### src/rtl/mem_access_unit_if.sv
// Data-memory port bundle for mem_access_unit: req/gnt request channel plus rvalid/rdata response.
// The master modport is the access unit, the slave modport is the data memory.
interface mem_access_unit_if #(
  parameter int ADDR_WIDTH = 32,
  parameter int DATA_WIDTH = 32
);
  logic                  dmem_req;
  logic                  dmem_we;
  logic [ADDR_WIDTH-1:0] dmem_addr;
  logic [3:0]            dmem_be;
  logic [DATA_WIDTH-1:0] dmem_wdata;
  logic                  dmem_gnt;
  logic                  dmem_rvalid;
  logic [DATA_WIDTH-1:0] dmem_rdata;

  modport master (
    output dmem_req, dmem_we, dmem_addr, dmem_be, dmem_wdata,
    input  dmem_gnt, dmem_rvalid, dmem_rdata
  );

  modport slave (
    input  dmem_req, dmem_we, dmem_addr, dmem_be, dmem_wdata,
    output dmem_gnt, dmem_rvalid, dmem_rdata
  );
endinterface

### src/rtl/mem_access_unit.sv
// Execution-stage load/store unit: EA, alignment, byte lanes, req/gnt/rvalid handshake, load extension.
// Optional watchdog on stalled memory handshakes is enabled by defining MEM_TIMEOUT_EN.
module mem_access_unit #(
  parameter int ADDR_WIDTH     = 32,
  parameter int DATA_WIDTH     = 32,
  parameter int RD_WIDTH       = 5,
  parameter int TIMEOUT_CYCLES = 16,
  parameter int CTRL_MEM_WIDTH = 4
) (
  input  logic                      clk,
  input  logic                      reset,
  input  logic                      uop_valid,
  input  logic                      uop_is_mem_load,
  input  logic                      uop_is_mem_store,
  input  logic [CTRL_MEM_WIDTH-1:0] ctrl_mem,
  input  logic [ADDR_WIDTH-1:0]     base_addr,
  input  logic [ADDR_WIDTH-1:0]     imm,
  input  logic [DATA_WIDTH-1:0]     store_data,
  input  logic [RD_WIDTH-1:0]       rd_in,
  output logic                      uop_ready,
  mem_access_unit_if.master         dmem,
  output logic                      wb_valid,
  output logic [RD_WIDTH-1:0]       wb_rd,
  output logic [DATA_WIDTH-1:0]     wb_data,
  output logic                      store_done,
  output logic                      misalign_exc,
  output logic [ADDR_WIDTH-1:0]     exc_addr,
  output logic                      bus_err
);

  localparam logic [CTRL_MEM_WIDTH-1:0] CTRL_LB  = CTRL_MEM_WIDTH'(1);
  localparam logic [CTRL_MEM_WIDTH-1:0] CTRL_LH  = CTRL_MEM_WIDTH'(2);
  localparam logic [CTRL_MEM_WIDTH-1:0] CTRL_LW  = CTRL_MEM_WIDTH'(3);
  localparam logic [CTRL_MEM_WIDTH-1:0] CTRL_LBU = CTRL_MEM_WIDTH'(4);
  localparam logic [CTRL_MEM_WIDTH-1:0] CTRL_LHU = CTRL_MEM_WIDTH'(5);
  localparam logic [CTRL_MEM_WIDTH-1:0] CTRL_SB  = CTRL_MEM_WIDTH'(6);
  localparam logic [CTRL_MEM_WIDTH-1:0] CTRL_SH  = CTRL_MEM_WIDTH'(7);
  localparam logic [CTRL_MEM_WIDTH-1:0] CTRL_SW  = CTRL_MEM_WIDTH'(8);

  if (DATA_WIDTH != 32) begin : g_chk_data_width
    $error("mem_access_unit supports DATA_WIDTH == 32 only");
  end
  if (TIMEOUT_CYCLES < 1) begin : g_chk_timeout
    $error("mem_access_unit needs TIMEOUT_CYCLES >= 1");
  end

  typedef enum logic [1:0] {S_IDLE, S_REQ, S_WAIT_RSP} state_e;
  typedef enum logic [1:0] {SZ_B, SZ_H, SZ_W} size_e;

  state_e                r_state, w_state_nxt;
  size_e                 w_size, r_size;
  logic                  w_signed, r_signed;
  logic [ADDR_WIDTH-1:0] w_ea, r_addr, r_exc_addr;
  logic                  w_accept, w_misalign;
  logic [3:0]            w_be, r_be;
  logic [DATA_WIDTH-1:0] w_wdata, r_wdata;
  logic                  r_we;
  logic [RD_WIDTH-1:0]   r_rd, r_wb_rd;
  logic [DATA_WIDTH-1:0] w_lane, w_load_ext, r_wb_data;
  logic                  r_wb_valid, r_store_done, r_misalign;
  logic                  w_tmo_hit, w_tmo_fire;

  // Access size and signedness come from ctrl_mem; direction comes from the load/store flags.
  always_comb begin
    w_size   = SZ_W;
    w_signed = 1'b0;
    case (ctrl_mem)
      CTRL_LB:           begin w_size = SZ_B; w_signed = 1'b1; end
      CTRL_LH:           begin w_size = SZ_H; w_signed = 1'b1; end
      CTRL_LBU, CTRL_SB: w_size = SZ_B;
      CTRL_LHU, CTRL_SH: w_size = SZ_H;
      CTRL_LW, CTRL_SW:  w_size = SZ_W;
      default:           ;
    endcase
  end

  assign w_ea       = base_addr + imm;
  assign w_accept   = uop_valid & uop_ready & (uop_is_mem_load ^ uop_is_mem_store) & (|ctrl_mem);
  assign w_misalign = ((w_size == SZ_H) & w_ea[0]) | ((w_size == SZ_W) & (|w_ea[1:0]));

  always_comb begin
    w_be    = 4'b1111;
    w_wdata = '0;
    case (w_size)
      SZ_B:    w_be = 4'b0001 << w_ea[1:0];
      SZ_H:    w_be = 4'b0011 << w_ea[1:0];
      default: ;
    endcase
    if (uop_is_mem_store) begin
      case (w_size)
        SZ_B:    w_wdata = {4{store_data[7:0]}};
        SZ_H:    w_wdata = {2{store_data[15:0]}};
        default: w_wdata = store_data;
      endcase
    end
  end

  // NOTE: sequential state uses non-blocking assignments so every flop samples pre-edge values.
  always_ff @(posedge clk or negedge reset) begin
    if (!reset) r_state <= S_IDLE;
    else        r_state <= w_state_nxt;
  end

  // NOTE: every signal written here gets a default first, so no latch can be inferred.
  always_comb begin
    w_state_nxt = r_state;
    w_tmo_fire  = 1'b0;
    case (r_state)
      S_IDLE: if (w_accept && !w_misalign) w_state_nxt = S_REQ;
      S_REQ: begin
        if (dmem.dmem_gnt)  w_state_nxt = r_we ? S_IDLE : S_WAIT_RSP;
        else if (w_tmo_hit) begin w_state_nxt = S_IDLE; w_tmo_fire = 1'b1; end
      end
      S_WAIT_RSP: begin
        if (dmem.dmem_rvalid) w_state_nxt = S_IDLE;
        else if (w_tmo_hit)   begin w_state_nxt = S_IDLE; w_tmo_fire = 1'b1; end
      end
      default: w_state_nxt = S_IDLE;
    endcase
  end

  assign w_lane = dmem.dmem_rdata >> {r_addr[1:0], 3'b000};

  always_comb begin
    w_load_ext = w_lane;
    case (r_size)
      SZ_B:    w_load_ext = {{24{r_signed & w_lane[7]}}, w_lane[7:0]};
      SZ_H:    w_load_ext = {{16{r_signed & w_lane[15]}}, w_lane[15:0]};
      default: ;
    endcase
  end

  always_ff @(posedge clk or negedge reset) begin
    if (!reset) begin
      r_addr       <= '0;
      r_we         <= 1'b0;
      r_be         <= '0;
      r_wdata      <= '0;
      r_size       <= SZ_W;
      r_signed     <= 1'b0;
      r_rd         <= '0;
      r_wb_valid   <= 1'b0;
      r_wb_rd      <= '0;
      r_wb_data    <= '0;
      r_store_done <= 1'b0;
      r_misalign   <= 1'b0;
      r_exc_addr   <= '0;
    end else begin
      r_wb_valid   <= 1'b0;
      r_store_done <= 1'b0;
      r_misalign   <= 1'b0;
      if (w_accept) begin
        r_addr   <= w_ea;
        r_we     <= uop_is_mem_store;
        r_be     <= w_be;
        r_wdata  <= w_wdata;
        r_size   <= w_size;
        r_signed <= w_signed;
        r_rd     <= rd_in;
        if (w_misalign) begin
          r_misalign <= 1'b1;
          r_exc_addr <= w_ea;
        end
      end
      if (r_state == S_REQ && dmem.dmem_gnt && r_we) r_store_done <= 1'b1;
      if (r_state == S_WAIT_RSP && dmem.dmem_rvalid) begin
        r_wb_valid <= 1'b1;
        r_wb_rd    <= r_rd;
        r_wb_data  <= w_load_ext;
      end
      if (w_tmo_fire) r_exc_addr <= r_addr;
    end
  end

`ifdef MEM_TIMEOUT_EN
  localparam int CNT_W = $clog2(TIMEOUT_CYCLES + 1);
  logic [CNT_W-1:0] r_tmo_cnt;
  logic             r_bus_err;

  // Counter restarts on every state change, so REQ and WAIT_RSP each get the full budget.
  always_ff @(posedge clk or negedge reset) begin
    if (!reset) begin
      r_tmo_cnt <= '0;
      r_bus_err <= 1'b0;
    end else begin
      r_bus_err <= w_tmo_fire;
      if (w_state_nxt != r_state)  r_tmo_cnt <= '0;
      else if (r_state != S_IDLE)  r_tmo_cnt <= r_tmo_cnt + 1'b1;
    end
  end

  assign w_tmo_hit = (r_state != S_IDLE) && (r_tmo_cnt == CNT_W'(TIMEOUT_CYCLES - 1));
  assign bus_err   = r_bus_err;
`else
  assign w_tmo_hit = 1'b0;
  assign bus_err   = 1'b0;
`endif

  assign uop_ready       = (r_state == S_IDLE);
  assign dmem.dmem_req   = (r_state == S_REQ);
  assign dmem.dmem_we    = r_we;
  assign dmem.dmem_addr  = {r_addr[ADDR_WIDTH-1:2], 2'b00};
  assign dmem.dmem_be    = r_be;
  assign dmem.dmem_wdata = r_wdata;
  assign wb_valid        = r_wb_valid;
  assign wb_rd           = r_wb_rd;
  assign wb_data         = r_wb_data;
  assign store_done      = r_store_done;
  assign misalign_exc    = r_misalign;
  assign exc_addr        = r_exc_addr;

endmodule

### src/flat_wrapper.sv
// flat-port wrapper written by rule: the top's interface ports become plain ports
module mem_access_unit_flat 
#(
  parameter int ADDR_WIDTH     = 32,
  parameter int DATA_WIDTH     = 32,
  parameter int RD_WIDTH       = 5,
  parameter int TIMEOUT_CYCLES = 16,
  parameter int CTRL_MEM_WIDTH = 4
)
  (clk, reset, uop_valid, uop_is_mem_load, uop_is_mem_store, ctrl_mem, base_addr, imm, store_data, rd_in, uop_ready, wb_valid, wb_rd, wb_data, store_done, misalign_exc, exc_addr, bus_err, dmem_dmem_req, dmem_dmem_we, dmem_dmem_addr, dmem_dmem_be, dmem_dmem_wdata, dmem_dmem_gnt, dmem_dmem_rvalid, dmem_dmem_rdata);
  mem_access_unit_if #(.ADDR_WIDTH(ADDR_WIDTH), .DATA_WIDTH(DATA_WIDTH)) dmem_i ();
  input  logic clk;
  input  logic reset;
  input  logic uop_valid;
  input  logic uop_is_mem_load;
  input  logic uop_is_mem_store;
  input  logic [CTRL_MEM_WIDTH-1:0] ctrl_mem;
  input  logic [ADDR_WIDTH-1:0] base_addr;
  input  logic [ADDR_WIDTH-1:0] imm;
  input  logic [DATA_WIDTH-1:0] store_data;
  input  logic [RD_WIDTH-1:0] rd_in;
  output logic uop_ready;
  output logic wb_valid;
  output logic [RD_WIDTH-1:0] wb_rd;
  output logic [DATA_WIDTH-1:0] wb_data;
  output logic store_done;
  output logic misalign_exc;
  output logic [ADDR_WIDTH-1:0] exc_addr;
  output logic bus_err;
  output wire logic [$bits(dmem_i.dmem_req)-1:0] dmem_dmem_req;
  output wire logic [$bits(dmem_i.dmem_we)-1:0] dmem_dmem_we;
  output wire logic [$bits(dmem_i.dmem_addr)-1:0] dmem_dmem_addr;
  output wire logic [$bits(dmem_i.dmem_be)-1:0] dmem_dmem_be;
  output wire logic [$bits(dmem_i.dmem_wdata)-1:0] dmem_dmem_wdata;
  input wire logic [$bits(dmem_i.dmem_gnt)-1:0] dmem_dmem_gnt;
  input wire logic [$bits(dmem_i.dmem_rvalid)-1:0] dmem_dmem_rvalid;
  input wire logic [$bits(dmem_i.dmem_rdata)-1:0] dmem_dmem_rdata;
  assign dmem_dmem_req = dmem_i.dmem_req;
  assign dmem_dmem_we = dmem_i.dmem_we;
  assign dmem_dmem_addr = dmem_i.dmem_addr;
  assign dmem_dmem_be = dmem_i.dmem_be;
  assign dmem_dmem_wdata = dmem_i.dmem_wdata;
  assign dmem_i.dmem_gnt = dmem_dmem_gnt;
  assign dmem_i.dmem_rvalid = dmem_dmem_rvalid;
  assign dmem_i.dmem_rdata = dmem_dmem_rdata;
  mem_access_unit #(.ADDR_WIDTH(ADDR_WIDTH), .DATA_WIDTH(DATA_WIDTH), .RD_WIDTH(RD_WIDTH), .TIMEOUT_CYCLES(TIMEOUT_CYCLES), .CTRL_MEM_WIDTH(CTRL_MEM_WIDTH)) u_core (.clk(clk), .reset(reset), .uop_valid(uop_valid), .uop_is_mem_load(uop_is_mem_load), .uop_is_mem_store(uop_is_mem_store), .ctrl_mem(ctrl_mem), .base_addr(base_addr), .imm(imm), .store_data(store_data), .rd_in(rd_in), .uop_ready(uop_ready), .dmem(dmem_i), .wb_valid(wb_valid), .wb_rd(wb_rd), .wb_data(wb_data), .store_done(store_done), .misalign_exc(misalign_exc), .exc_addr(exc_addr), .bus_err(bus_err));
endmodule
### config.mk
export PLATFORM = sky130hd
export DESIGN_NAME = mem_access_unit_flat
export DESIGN_NICKNAME = d
export VERILOG_FILES = /design/src/rtl/mem_access_unit_if.sv /design/src/rtl/mem_access_unit.sv /design/src/flat_wrapper.sv
export SDC_FILE = /design/constraint.sdc
export NUM_CORES = 1
export LEC_CHECK = 0
export CAP_MARGIN = 20
export CORE_MARGIN = 5
export CORE_UTILIZATION = 50
export CTS_CLUSTER_DIAMETER = 40
export DETAILED_ROUTE_END_ITERATION = 6
export PLACE_DENSITY = 0.89
export SLEW_MARGIN = 20
export SYNTH_ARGS = -nofsm -noshare
export SYNTH_HDL_FRONTEND = slang
export SYNTH_SLANG_ARGS = --single-unit
### constraint.sdc
create_clock -name clk -period 3.7 [get_ports clk]
set_input_delay 0.925 -clock clk [delete_from_list [all_inputs] [get_ports clk]]
set_output_delay 0.925 -clock clk [all_outputs]
set_load 0.005 [all_outputs]
# --- Yosys cells after proc, flatten, opt, wreduce, memory -nomap -nowiden ---
# Index checks and enable logic that the tools add are counted.
classes:
  add_sub_neg: 1
  n_eq_ne: 14
  n_shift: 3
  muxes: 15
  bitwise_logic: 9
  reduce_logical: 15
ops:
  columns: ["cell", "n"]
  rows:
  - ["one-hot mux 32 bit (2 select lines)", 2]
  - ["adder 32 bit", 1]
  - ["two-way mux 32 bit", 1]
  - [">> shifter 32 x 5 -> 32 bit", 1]
  - ["== test 4 x 3 -> 1 bit, second input constant", 4]
  - ["two-way mux 2 bit", 4]
  - ["one-hot mux 4 bit (2 select lines)", 1]
  - ["AND 1 bit", 7]
  - ["== test 2 x 1 -> 1 bit, second input constant", 3]
  - ["logical NOT 2 bit", 3]
  - ["one-hot mux 2 bit (3 select lines)", 1]
  - ["OR reduction 3 bit", 2]
  - ["two-way mux 1 bit", 5]
  - ["== test 2 bit, second input constant", 2]
  - ["== test 4 x 1 -> 1 bit, second input constant", 1]
  - ["== test 4 x 2 -> 1 bit, second input constant", 1]
  - ["logical AND 1 bit", 4]
  - ["inequality test 2 bit, second input constant", 2]
  - ["one-hot mux 2 bit (2 select lines)", 1]
  - ["OR reduction 2 bit", 2]
  - ["OR reduction 4 bit", 1]
  - ["left shift 1 x 2 -> 4 bit, first input constant", 1]
  - ["left shift 2 x 2 -> 4 bit, first input constant", 1]
  - ["AND reduction 3 bit", 1]
  - ["5 further kinds", 5]
word_totals:
  reg_bits: 151
  in_bits: 144
  output_inout_bits: 144
  word_cells: 71

# --- Depth between registers and ports, before layout ---
depth:
  depth_word: 10
  mapped_depth: 11
  depth_no_buf: 11

# --- Least setup slack after synthesis ---
# No wires, ideal clock.
synth_timing:
  path_kind: "input to register"
  from: "in base_addr[0]"
  to: "reg u_core.r_addr[28]"
  arrival_time_ns: 2.809
  setup_slack_ns: 0.766
  cell_stages: 11
  n_path_buf: 0
  path_cell_list: "ha_1 > inv_1 > fa_1 > nor2b_1 > o2111ai_1 > a21o_1 > nand2_1 > a31oi_1 > o31ai_1 > xor2_1 > mux2_2"
synth_via:
  elab_chain_len: 1
synth_lines:
  columns: ["element", "line", "rtl"]
  rows:
  - ["start: declaration", "flat_wrapper.sv:18", "input logic [ADDR_WIDTH-1:0] base_addr;"]
  - ["adder 32 bit", "mem_access_unit.sv:77", "assign w_ea = base_addr + imm;"]
  - ["end signal: assignment", "mem_access_unit.sv:153", "r_addr <= w_ea;"]
  - ["end: declaration", "mem_access_unit.sv:53", "logic [ADDR_WIDTH-1:0] w_ea, r_addr, r_exc_addr;"]
# Every way passes these cells.
# A chain may end at the register's enable or synchronous reset.

# --- Worst setup path after layout ---
layout_timing:
  from: "in imm[0]"
  to: "reg u_core.r_addr[28]"
layout_via:
  elab_chain_len: 1
layout_lines:
  columns: ["element", "line", "rtl"]
  rows:
  - ["start: declaration", "flat_wrapper.sv:19", "input logic [ADDR_WIDTH-1:0] imm;"]
  - ["adder 32 bit", "mem_access_unit.sv:77", null]
# Every way passes these cells.

==> run summary <==
Worst setup EP type = flop
Placed inst area = 11300 um^2
Synthesized cell area = 8480 um^2
Design Area, Final = 11900 um^2
Setup TNS = 0 ns
Tot Pwr = 7.73 mW
Initial antenna violation count = 0
CTS tree = built
Starting Density = 0.510
Top-area cell type share of the netlist area = 0.442
Post-synthesis sequential area ratio = 0.446
Largest family of logic cells by synthesized area = compound AO/OA/AOI/OAI gates
Top Ports = 288
Leading area contributor after synthesis = dfrtp_1
Drt via density = 5.56
EDFF count, synth = 0
Ys async rst share = 1.00
Area Overhead vs Synth = 40.6%
Internal = 5.35 mW
Tmin final = 3.28 ns
# diodes = 0
#FFs+latches synth = 151
DR iter-0 viols = 521
Simple-Gate Fraction of Synth Area = 0.151
RSZ-0062 raised after global routing = false
Grt total ovfl = 0
H-tree levels = 4
Setup CP Type = in -> reg
Root buffer cell = clkbuf_16
Type of the most critical hold path = reg -> reg
Largest net degree at the start of global routing = 69
Clock skew = 0.00470 ns
Die height = 140 um
Post-DP HPWL = 19.6 mm
Max Cap Viol = 0
Final ANT Viol Nets = 0
Worst-Margin Slew = 0.578 ns
Final WL = 25.8 mm
DRC violations left = 0
Count of input and output buffers = 284
Slew headroom = 0.613
Post-synthesis adder-cell area fraction = 0.0481
Clock Tree Buf Depth = 2
Status = completed
Switch share = 0.309
Fin crit share = 0.888
Cell Rows = 47
Final Hold Fails = 0
GP Congestion = 0.932
Worst hold slack = 0.464 ns
Count of cell types in the netlist = 62
Die width = 140 um
Gate power share = 0.413
Post-CTS Hold Buffers = 0
Net switching power = 2.39 mW
Setup bufs post-CTS = 0
CTS sink count = 151
Share of cells above drive strength 1 = 0.101
Pre-Repair DR Iteration Count = 5
Die area = 19700 um^2
Clock slew at reported path FFs = 0.06 ns
Post-synthesis mux area share = 0.0877
LEAKAGE = 5.24 nW
IR drop worst, VDD = 367 uV
Vias post-DR = 7672
CP max FO = 3
Avg Inst Size Synth = 9.28 um^2
Flop pwr share = 0.354
Core region area = 16600 um^2
Critical Path AT = 3.58 ns
Syn Inst Count = 914
Slew Viols, Final = 0
Drt wl/cell = 18.7 um
WP data required = 3.99 ns
P per Cell Area = 648 nW/um^2
Worst skew pair latency = 0.41 ns
Fmax = 304 MHz
CTS Buf Count = 17
GRT Total Usage = 0.253
Cts repair resizes = 0
Final #Nets = 1325
Final setup fails = 0
Clk network pwr share = 0.233
Fin util = 0.717
Vias in the first global route = 7610
First-pass GRT wire length = 40.3 mm
Top FF cell, synth = dfrtp_1
XOR/XNOR share of the synthesized area = 0.0310
Crit start category = primary input
Compound-Gate Fraction of Synth Area = 0.170
Ys Warns = 0
Synth top area cells = dfrtp_1, nand2_1, mux2_2
## final timing paths
path / from / end / slack (ns) / depth (start not counted)
max: imm[0] / u_core.r_addr[28] / 0.42 / 12
min: u_core.dmem.dmem_wdata[0] / u_core.dmem.dmem_wdata[0] / 0.46 / 2
max reg2reg: u_core.r_addr[0] / u_core.wb_data[25] / 1.49 / 8
min reg2reg: u_core.dmem.dmem_wdata[0] / u_core.dmem.dmem_wdata[0] / 0.46 / 2
max in group asynchronous: reset / u_core.r_rd[4] / 2.42 / 2
min in group asynchronous: reset / u_core.dmem.dmem_wdata[29] / 0.47 / 1
## Yosys cell counts, drive strengths merged (4+ instances only)
| cell type | n |
|---|---|
| nand2 | 182 |
| dfrtp | 150 |
| o21ai | 71 |
| nor2 | 61 |
| buf | 59 |
| a21oi | 54 |
| mux2 | 43 |
| ha | 31 |
| clkbuf | 30 |
| mux2i | 26 |
| nand3 | 19 |
| xnor2 | 17 |
| o21a | 15 |
| a21o | 14 |
| inv | 14 |
| xor2 | 13 |
| nand4 | 11 |
| o211ai | 10 |
| o31ai | 9 |
| o22a | 8 |
| a31oi | 7 |
| o221a | 7 |
| nand2b | 6 |
| a211oi | 5 |
| nor2b | 5 |
| nor3 | 5 |
| a31o | 4 |
| and2 | 4 |
## cell type report
class                      count  area, um^2
tap                          220         275
timing repair buffer         303        3040
clock buffer                  23         498
multi-input combinational    662        4170
sequential                   151        3780
inverter                      14        52.6
clock inverter                 7         116
fill                        1204        4720
## state kept, by name, indices dropped and copies added, names as in the netlist
name,flops
u_core.misalign_exc,1
u_core.dmem.dmem_we,1
u_core.dmem.dmem_be,4
u_core.wb_data,32
u_core.dmem.dmem_wdata,32
u_core.r_size,2
u_core.r_addr,32
u_core.exc_addr,32
u_core.r_rd,5
u_core.store_done,1
u_core.wb_rd,5
u_core.r_state,2
u_core.wb_valid,1
u_core.r_signed,1
## cell families after synthesis
kind of cell | after synthesis
xor gates and xnor gates | 30
other | 1
and+or+nand+nor | 304
DFF | 151
adders and majority gates | 32
buffers and inverters | 103
muxes | 69
AOI/OAI and AO/OA | 224
## cells in the final DEF (no fill, tap or decap), drive strengths merged, types with 4 or more instances in the layout
cell | Yosys | routed
nand3 | 19 | 19
inv | 14 | 15
mux2i | 26 | 26
a211oi | 5 | 5
clkdlybuf4s50 | 0 | 283
nor2 | 61 | 61
nor2b | 5 | 5
nor3 | 5 | 5
o31ai | 9 | 9
nand4 | 11 | 11
a31o | 4 | 4
a31oi | 7 | 7
o221a | 7 | 7
a21oi | 54 | 54
xnor2 | 17 | 17
a21o | 14 | 14
mux2 | 43 | 43
o211ai | 10 | 10
dfrtp | 150 | 150
xor2 | 13 | 13
ha | 31 | 31
o21ai | 71 | 71
buf | 59 | 20
clkbuf | 30 | 23
nand2b | 6 | 6
o22a | 8 | 8
and2 | 4 | 4
nand2 | 182 | 182
o21a | 15 | 15
## critical path, cell delays in order
cell             delay, ns
clkdlybuf4s50_1       0.47
ha_1                  0.18
inv_1                 0.06
fa_1                  0.41
nor2b_1               0.19
o2111ai_1             0.14
a21o_1                0.24
nand2_1               0.11
a31oi_1               0.10
o31ai_1               0.32
xor2_1                0.13
mux2_2                0.29
## metal layers
metal	routed length, um	vias up	part of all wire	GRT usage
li1	-	3621	-	-
met1	10600	3689	0.41	0.329
met2	12700	311	0.49	0.421
met3	1890	51	0.073	0.0552
met4	707	0	0.027	0.0847
met5	0	-	0	0
## stage by stage
stage          std cells  setup WS [ns]
6_report            1380          0.415
5_1_grt             1380          0.301
4_1_cts             1380          0.440
3_5_place_dp        1350         0.0151
3_3_place_gp        1350          0.118
2_1_floorplan        916          0.766
## power groups by stage
stage	combinational, mW	clock (mW)	sequential [mW]
final	3.19	1.80	2.74
after global routing	3.44	1.90	2.81
after CTS	3.22	1.83	2.73
after detailed placement	3.20	0	2.74
after global placement	3.12	0	2.72
after floorplan	1.45	0	2.71
(Power assumes the default switching activity.)
